`config.mk`:
```
export PLATFORM = sky130hd
export DESIGN_NAME = pipeline_hazard_ctrl
export DESIGN_NICKNAME = d
export VERILOG_FILES = /design/src/rtl/pipeline_hazard_ctrl.sv
export SDC_FILE = /design/constraint.sdc
export NUM_CORES = 1
export LEC_CHECK = 0
export ABC_AREA = 1
export CAP_MARGIN = 15
export CORE_ASPECT_RATIO = 0.8
export CORE_MARGIN = 1.5
export CORE_UTILIZATION = 30
export DETAILED_ROUTE_END_ITERATION = 10
export GPL_TIMING_DRIVEN = 0
export PLACE_DENSITY_LB_ADDON = 0.25
export SKIP_CTS_REPAIR_TIMING = 1
export SLEW_MARGIN = 20
export SYNTH_ARGS = -nofsm -noshare
export SYNTH_HDL_FRONTEND = slang
export SYNTH_SLANG_ARGS = --single-unit
```
`constraint.sdc`:
```
create_clock -name clk -period 2.2 [get_ports clk]
set_input_delay 0.44 -clock clk [delete_from_list [all_inputs] [get_ports clk]]
set_output_delay 0.44 -clock clk [all_outputs]
set_load 0.02 [all_outputs]
```
`src/rtl/pipeline_hazard_ctrl.sv`:
```
// rtl/pipeline_hazard_ctrl.sv - 5-stage pipeline sequencing: load-use bubble, branch flush, memory-wait freeze
module pipeline_hazard_ctrl #(
    parameter int REG_BITS    = 5,
    parameter int MEM_TIMEOUT = 16,
    parameter int CNT_W       = 16
) (
    input  logic                clk,
    input  logic                rst,
    input  logic [REG_BITS-1:0] id_rs1,
    input  logic [REG_BITS-1:0] id_rs2,
    input  logic                id_uses_rs2,
    input  logic [REG_BITS-1:0] ex_rd,
    input  logic                ex_mem_read,
    input  logic                ex_branch_taken,
    input  logic                mem_access,
    input  logic                mem_ready,
    output logic                mem_req,
    output logic                pc_en,
    output logic                if_id_en,
    output logic                id_ex_en,
    output logic                ex_mem_en,
    output logic                mem_wb_en,
    output logic                if_id_flush,
    output logic                id_ex_flush,
    output logic                mem_timeout_err,
    output logic [CNT_W-1:0]    stall_count
);

    typedef enum logic [1:0] {
        RUN      = 2'd0,
        MEM_WAIT = 2'd1,
        ERROR    = 2'd2
    } state_t;

    localparam logic [7:0] WAIT_LAST = 8'(MEM_TIMEOUT - 1);

    state_t           state_q, state_d;
    logic [7:0]       wait_q, wait_d;
    logic [CNT_W-1:0] stall_q;

    logic load_use;
    logic mem_stall;

    assign load_use  = ex_mem_read && (ex_rd != '0) &&
                       ((ex_rd == id_rs1) || (id_uses_rs2 && (ex_rd == id_rs2)));
    assign mem_stall = mem_access && !mem_ready;

    always_ff @(posedge clk or negedge rst) begin
        if (!rst) begin
            state_q <= RUN;
            wait_q  <= 8'd0;
        end else begin
            state_q <= state_d;
            wait_q  <= wait_d;
        end
    end

    always_comb begin
        state_d         = state_q;
        wait_d          = wait_q;
        mem_req         = 1'b0;
        pc_en           = 1'b0;
        if_id_en        = 1'b0;
        id_ex_en        = 1'b0;
        ex_mem_en       = 1'b0;
        mem_wb_en       = 1'b0;
        if_id_flush     = 1'b0;
        id_ex_flush     = 1'b0;
        mem_timeout_err = 1'b0;
        // Outputs stay forced low for as long as reset is held, not just until the next edge.
        if (rst) begin
            case (state_q)
                RUN: begin
                    if (mem_stall) begin
                        mem_req = 1'b1;
                        state_d = MEM_WAIT;
                        wait_d  = 8'd1;
                    end else begin
                        mem_req = mem_access;
                        if (ex_branch_taken) begin
                            {pc_en, if_id_en, id_ex_en, ex_mem_en, mem_wb_en} = 5'b11111;
                            if_id_flush = 1'b1;
                            id_ex_flush = 1'b1;
                        end else if (load_use) begin
                            id_ex_en    = 1'b1;
                            id_ex_flush = 1'b1;
                            ex_mem_en   = 1'b1;
                            mem_wb_en   = 1'b1;
                        end else begin
                            {pc_en, if_id_en, id_ex_en, ex_mem_en, mem_wb_en} = 5'b11111;
                        end
                    end
                end
                MEM_WAIT: begin
                    mem_req = 1'b1;
                    if (mem_ready) begin
                        {pc_en, if_id_en, id_ex_en, ex_mem_en, mem_wb_en} = 5'b11111;
                        state_d = RUN;
                        wait_d  = 8'd0;
                    end else if (wait_q == WAIT_LAST) begin
                        state_d = ERROR;
                    end else begin
                        wait_d = wait_q + 8'd1;
                    end
                end
                ERROR: begin
                    mem_timeout_err = 1'b1;
                end
                default: begin
                    state_d = RUN;
                    wait_d  = 8'd0;
                end
            endcase
        end
    end

    // Saturating count of frozen-PC cycles, including time spent in ERROR.
    always_ff @(posedge clk or negedge rst) begin
        if (!rst) begin
            stall_q <= '0;
        end else if (!pc_en && (stall_q != {CNT_W{1'b1}})) begin
            stall_q <= stall_q + CNT_W'(1);
        end
    end

    assign stall_count = stall_q;

endmodule

```
Yosys cells after proc, flatten, opt, wreduce, memory -nomap -nowiden:

Index checks and enable logic that the tools add are counted.

* output and inout bits: 25
* logic and storage cells: 58
* register bits: 26
* input port bits: 22

* mux-type cells: 31
* reductions and logical operators: 12
* equal/unequal tests: 9
* bitwise operators: 1
* $add $sub $neg: 2

Operator list (number)
* 2-to-1 mux 8 bit: 3
* case mux 8 bit (3 select lines): 1
* 2-to-1 mux 1 bit: 20
* adder 16 x 1 -> 16 bit (second input constant): 1
* inequality test 16 bit (second input constant): 1
* equality test 5 bit: 2
* adder 8 x 1 -> 8 bit (second input constant): 1
* equality test 8 x 4 -> 1 bit (second input constant): 1
* AND reduction 4 bit: 2
* 2-to-1 mux 2 bit: 3
* inequality test 3 bit (second input constant): 2
* case mux 1 bit (2 select lines): 3
* case mux 2 bit (3 select lines): 1
* logical AND 1 bit: 5
* nonzero test 5 bit: 1
* equality test 2 x 1 -> 1 bit (second input constant): 1
* equality test 2 bit (second input constant): 1
* zero test 1 bit: 2
* zero test 2 bit: 1
* inequality test 2 bit (second input constant): 1
* logical OR 1 bit: 1
* inverter 1 bit: 1

Depth between registers and ports, before layout:

* word-level depth: 11
* depth in mapped cells: 12
* depth with buffers taken out: 11

Least setup slack after synthesis:

OpenSTA, ideal clock, no wires.

* path type: reg2out
* start point: register state_q[0]
* end point: output port pc_en
* arrival time: 1778 ps
* slack: -18 ps
* stages on the path, launching flop included: 10
* cells stage by stage: dfrtp_1 inv_2 nand2_1 nor2_1 inv_2 a21oi_2 nand2_2 clkbuf_1 inv_2 buf_4

* longest elaborated chain between the ends: 3
* elaborated cells between the ends (all ways): 4

Ends and longest elaborated chain
* start: declaration: line 37 `state_t state_q, state_d;`
* start signal: assignment: line 53 `state_q <= state_d;`
* equality test 2 x 1 -> 1 bit or zero test 2 bit (tied branches)
* case mux 1 bit (2 select lines) *
* 2-to-1 mux 1 bit *
* end: declaration: line 18 `output logic pc_en,`

Every way passes the cells marked *; elsewhere a longest branch is shown, timed or not.

Worst setup path after layout:

* start point: input port ex_mem_read
* end point: output port pc_en

* longest elaborated chain between the ends: 7

Ends and longest elaborated chain
* start: declaration: line 13 `input logic ex_mem_read,`
* logical AND 1 bit (2 in a row): line 44 `assign load_use = ex_mem_read && (ex_rd != '0) &&`
* 2-to-1 mux 1 bit: line 84 `end else if (load_use) begin`
* 2-to-1 mux 1 bit: line 80 `if (ex_branch_taken) begin`
* 2-to-1 mux 1 bit: line 74 `if (mem_stall) begin`
* case mux 1 bit (2 select lines): line 72 `case (state_q)`
* 2-to-1 mux 1 bit: line 71 `if (rst) begin`

Every way passes these cells.

==> flow_summary_export.csv <==
group,metric,value,unit
setup_path,rr_worst_depth,9,
clock_tree,clk_path_buf_depth,2,
setup_path,worst-endpoint-arrival,1710,ps
yosys,synth_cells,275,
floorplanning,effective_utilization_at_floorplan,31.09,%
final_layout,layout_commonest_cell,"nand2_1",
min_path,min-delay-path-class,"input pin to async pin",
sta,layout_min_cycle_time,2152,ps
clock_tree,cts.sink_count,26,
sta,max_freq,464.7,MHz
clock_tree,cts.root.buffer_cell,"clkbuf_8",
placed_design,hpwlAfterDp,3.434,mm
grt,grtUsageTotal,14.03,%
setup_path,cpLargestDelayFamily,"buffers and inverters",
floorplanning,chip_height,73.20,microns
clock_tree,insertion_delay,270,ps
setup_path,start_kind,"input pin",
route,drt_first_pass_iters,4,
yosys,avgSynthCellArea,6.720,sq um
sta,finalMaxSlewViolations,0,
placed_design,portbufs,46,
setup_path,timing.critical_path.buf_inv,6,
power_and_ir_drop,pwr_density_cell,319.1,nW/um^2
final_layout,antenna_cells_inserted,0,
sta,fin_skew,6.891,ps
floorplanning,floorplan.rows,25,
route,route.final.wire_length,4.765,mm
setup_path,critPathRequiredTime,1760,ps
route,drt-initial-drc-count,78,
final_layout,fin_area,2645,sq um
sta,grt_setup_unrepaired,"true",
route,detailroute.via_count,1803,
final_layout,multi_input_combinational_cell_area,1060,sq um
final_layout,layout.nets,360,
grt,gr_overflow_total,0,
yosys,synth_sequential_area_ratio,35.21,%
final_layout,filler_cell_count,631,
route,drt_drc_violations_left,0,
floorplanning,die-area,6643,sq um
setup_path,slowest_stage,"clkdlybuf4s50_1",
grt,first_global_vias,1570,
setup_path,timing.critical_path.cells,"clkdlybuf4s50_1 -> o21ai_0 -> inv_1 -> nand3_2 -> nand2_4 -> buf_8 -> inv_4 -> buf_4 -> buf_6",
route,routed_via_density,4.345,
clock_tree,cts_htree_levels,1,
setup_path,capturing_element_type_of_the_critical_path,"primary output",
floorplanning,die_x,90.75,microns
placed_design,gp_congestion,0.8190,
setup_path,critical_path_depth,9,
clock_tree,clock_tree_from_tritoncts,"yes",
grt,grt_start_max_net_pins,30,
clock_tree,clock_edge_transition_at_the_registers_on_the_reported_setup_and_hold_paths,80,ps
yosys,syn_area,1848,sq um
yosys,synth.yosys.warnings,0,
sta,timing_hold_violations_final,0,
sta,worst_slew_pin_slew,416.7,ps
sta,setup_violations,0,
setup_path,crit_path_max_fanout,7,
setup_path,cp_slowest_stage_delay,470,ps
sta,setup_total_negative_slack,0,ps
yosys,synth.net_count,299,
sta,max-slew-margin-rel,72.22,%
yosys,postSynthRegisterBits,26,
route,antenna_viol_nets_final,0,
placed_design,detailed_place.area,2412,sq um
grt,grt_first_pass_wirelength,7.521,mm
route,avgRoutedWirePerCell,11.48,microns
final_layout,drive_above_1_share,15.27,%
power_and_ir_drop,worst_ir_drop_vdd,0.0002537,V
yosys,post_synth_num_cell_types,27,
final_layout,flow.area_growth_from_synthesis,43.13,%
job,maxCapViolations,0,
floorplanning,core_area,5943,sq um
sta,fin_crit_sh,97.82,%
final_layout,final-seq-area,651.9,sq um
floorplanning,io_pins,47,
setup_path,criticalPathCategory,"input pin to primary output",
clock_tree,tritoncts.num_buffers,3,
status,outcome,"finished clean",
power_and_ir_drop,report.power.total,0.8442,mW
power_and_ir_drop,leakagePower,1.482,nW
grt,grt_antenna_before_repair,0,
setup_path,r2r_slack,200,ps
final_layout,final_cell_mix,"86 x nand2_1, 33 x inv_1, 28 x nand3_1, 25 x dfrtp_1, 24 x nor2_1",
## per-stage QoR
stage	hold WS (ps)	utilization [%]	instances	setup slack (ps)
6_report	22.07	44.51	415	47.95
3_3_place_gp	508.3	40.67	402	-1916
5_1_grt	29.54	44.51	415	-92.89
3_5_place_dp	514.1	40.59	402	-1109
4_1_cts	207.0	41.28	405	-1109
2_1_floorplan	144.4	-	275	93.83
## cells in the mapped netlist, drive strengths merged
cell | count | area [sq um]
inv | 40 | 150.1
xor2 | 12 | 105.1
nand3 | 32 | 172.7
xnor2 | 5 | 43.79
a32o | 1 | 10.01
nor2 | 29 | 108.9
nor3 | 9 | 56.31
ha | 2 | 25.02
o21a | 1 | 7.510
o21ai | 9 | 45.04
a21oi | 6 | 33.78
nor3b | 2 | 20.02
nand4 | 3 | 18.77
dfrtp | 26 | 650.6
buf | 5 | 38.78
clkbuf | 2 | 7.510
nand2 | 91 | 354.1
## path summary, 6_finish.rpt
kind,startpoint,end
setup / recovery,ex_mem_read,pc_en
hold reg to reg,wait_q[1],wait_q[1]
setup reg to reg,stall_count[0],stall_count[12]
min in group clk,wait_q[1],wait_q[1]
hold / removal,rst,wait_q[3]
max in group asynchronous,rst,state_q[0]
## cell families after synthesis
logic type / Yosys count / share of synthesized area (%)
AND/OR/NAND/NOR: 166 / 39.54
AO/OA/AOI/OAI: 17 / 5.213
XOR/XNOR: 17 / 8.057
flip-flops: 26 / 35.21
buffers and inverters: 47 / 10.63
adder cells (fa/ha/maj): 2 / 1.354
## final cells by class
type / count / area share, %
Buffer: 7 / 2.176
Clock buffer: 3 / 1.561
Inverter: 40 / 5.771
Multi-Input combinational cell: 202 / 40.07
Sequential cell: 26 / 24.65
Tap cell: 81 / 3.832
Timing Repair Buffer: 56 / 21.95
## power by group
group          internal (mW)  switching, mW  leakage (nW)
sequential             0.477              0         0.321
clock                  0.123          0.148        0.0216
combinational         0.0451         0.0509          1.14
total                  0.645          0.199          1.48
## metal layers
metal,GRT usage (%),part of all wire [%]
met4,2.116,0.25
met5,0,0
met1,21.19,52
met2,20.63,45
met3,3.125,2.9
## state kept, by name (all words and copies together), names as in the netlist
signal and count:
stall_count 16, state_q 2, wait_q 8
No activity file was read; power rests on OpenSTA's default activity.
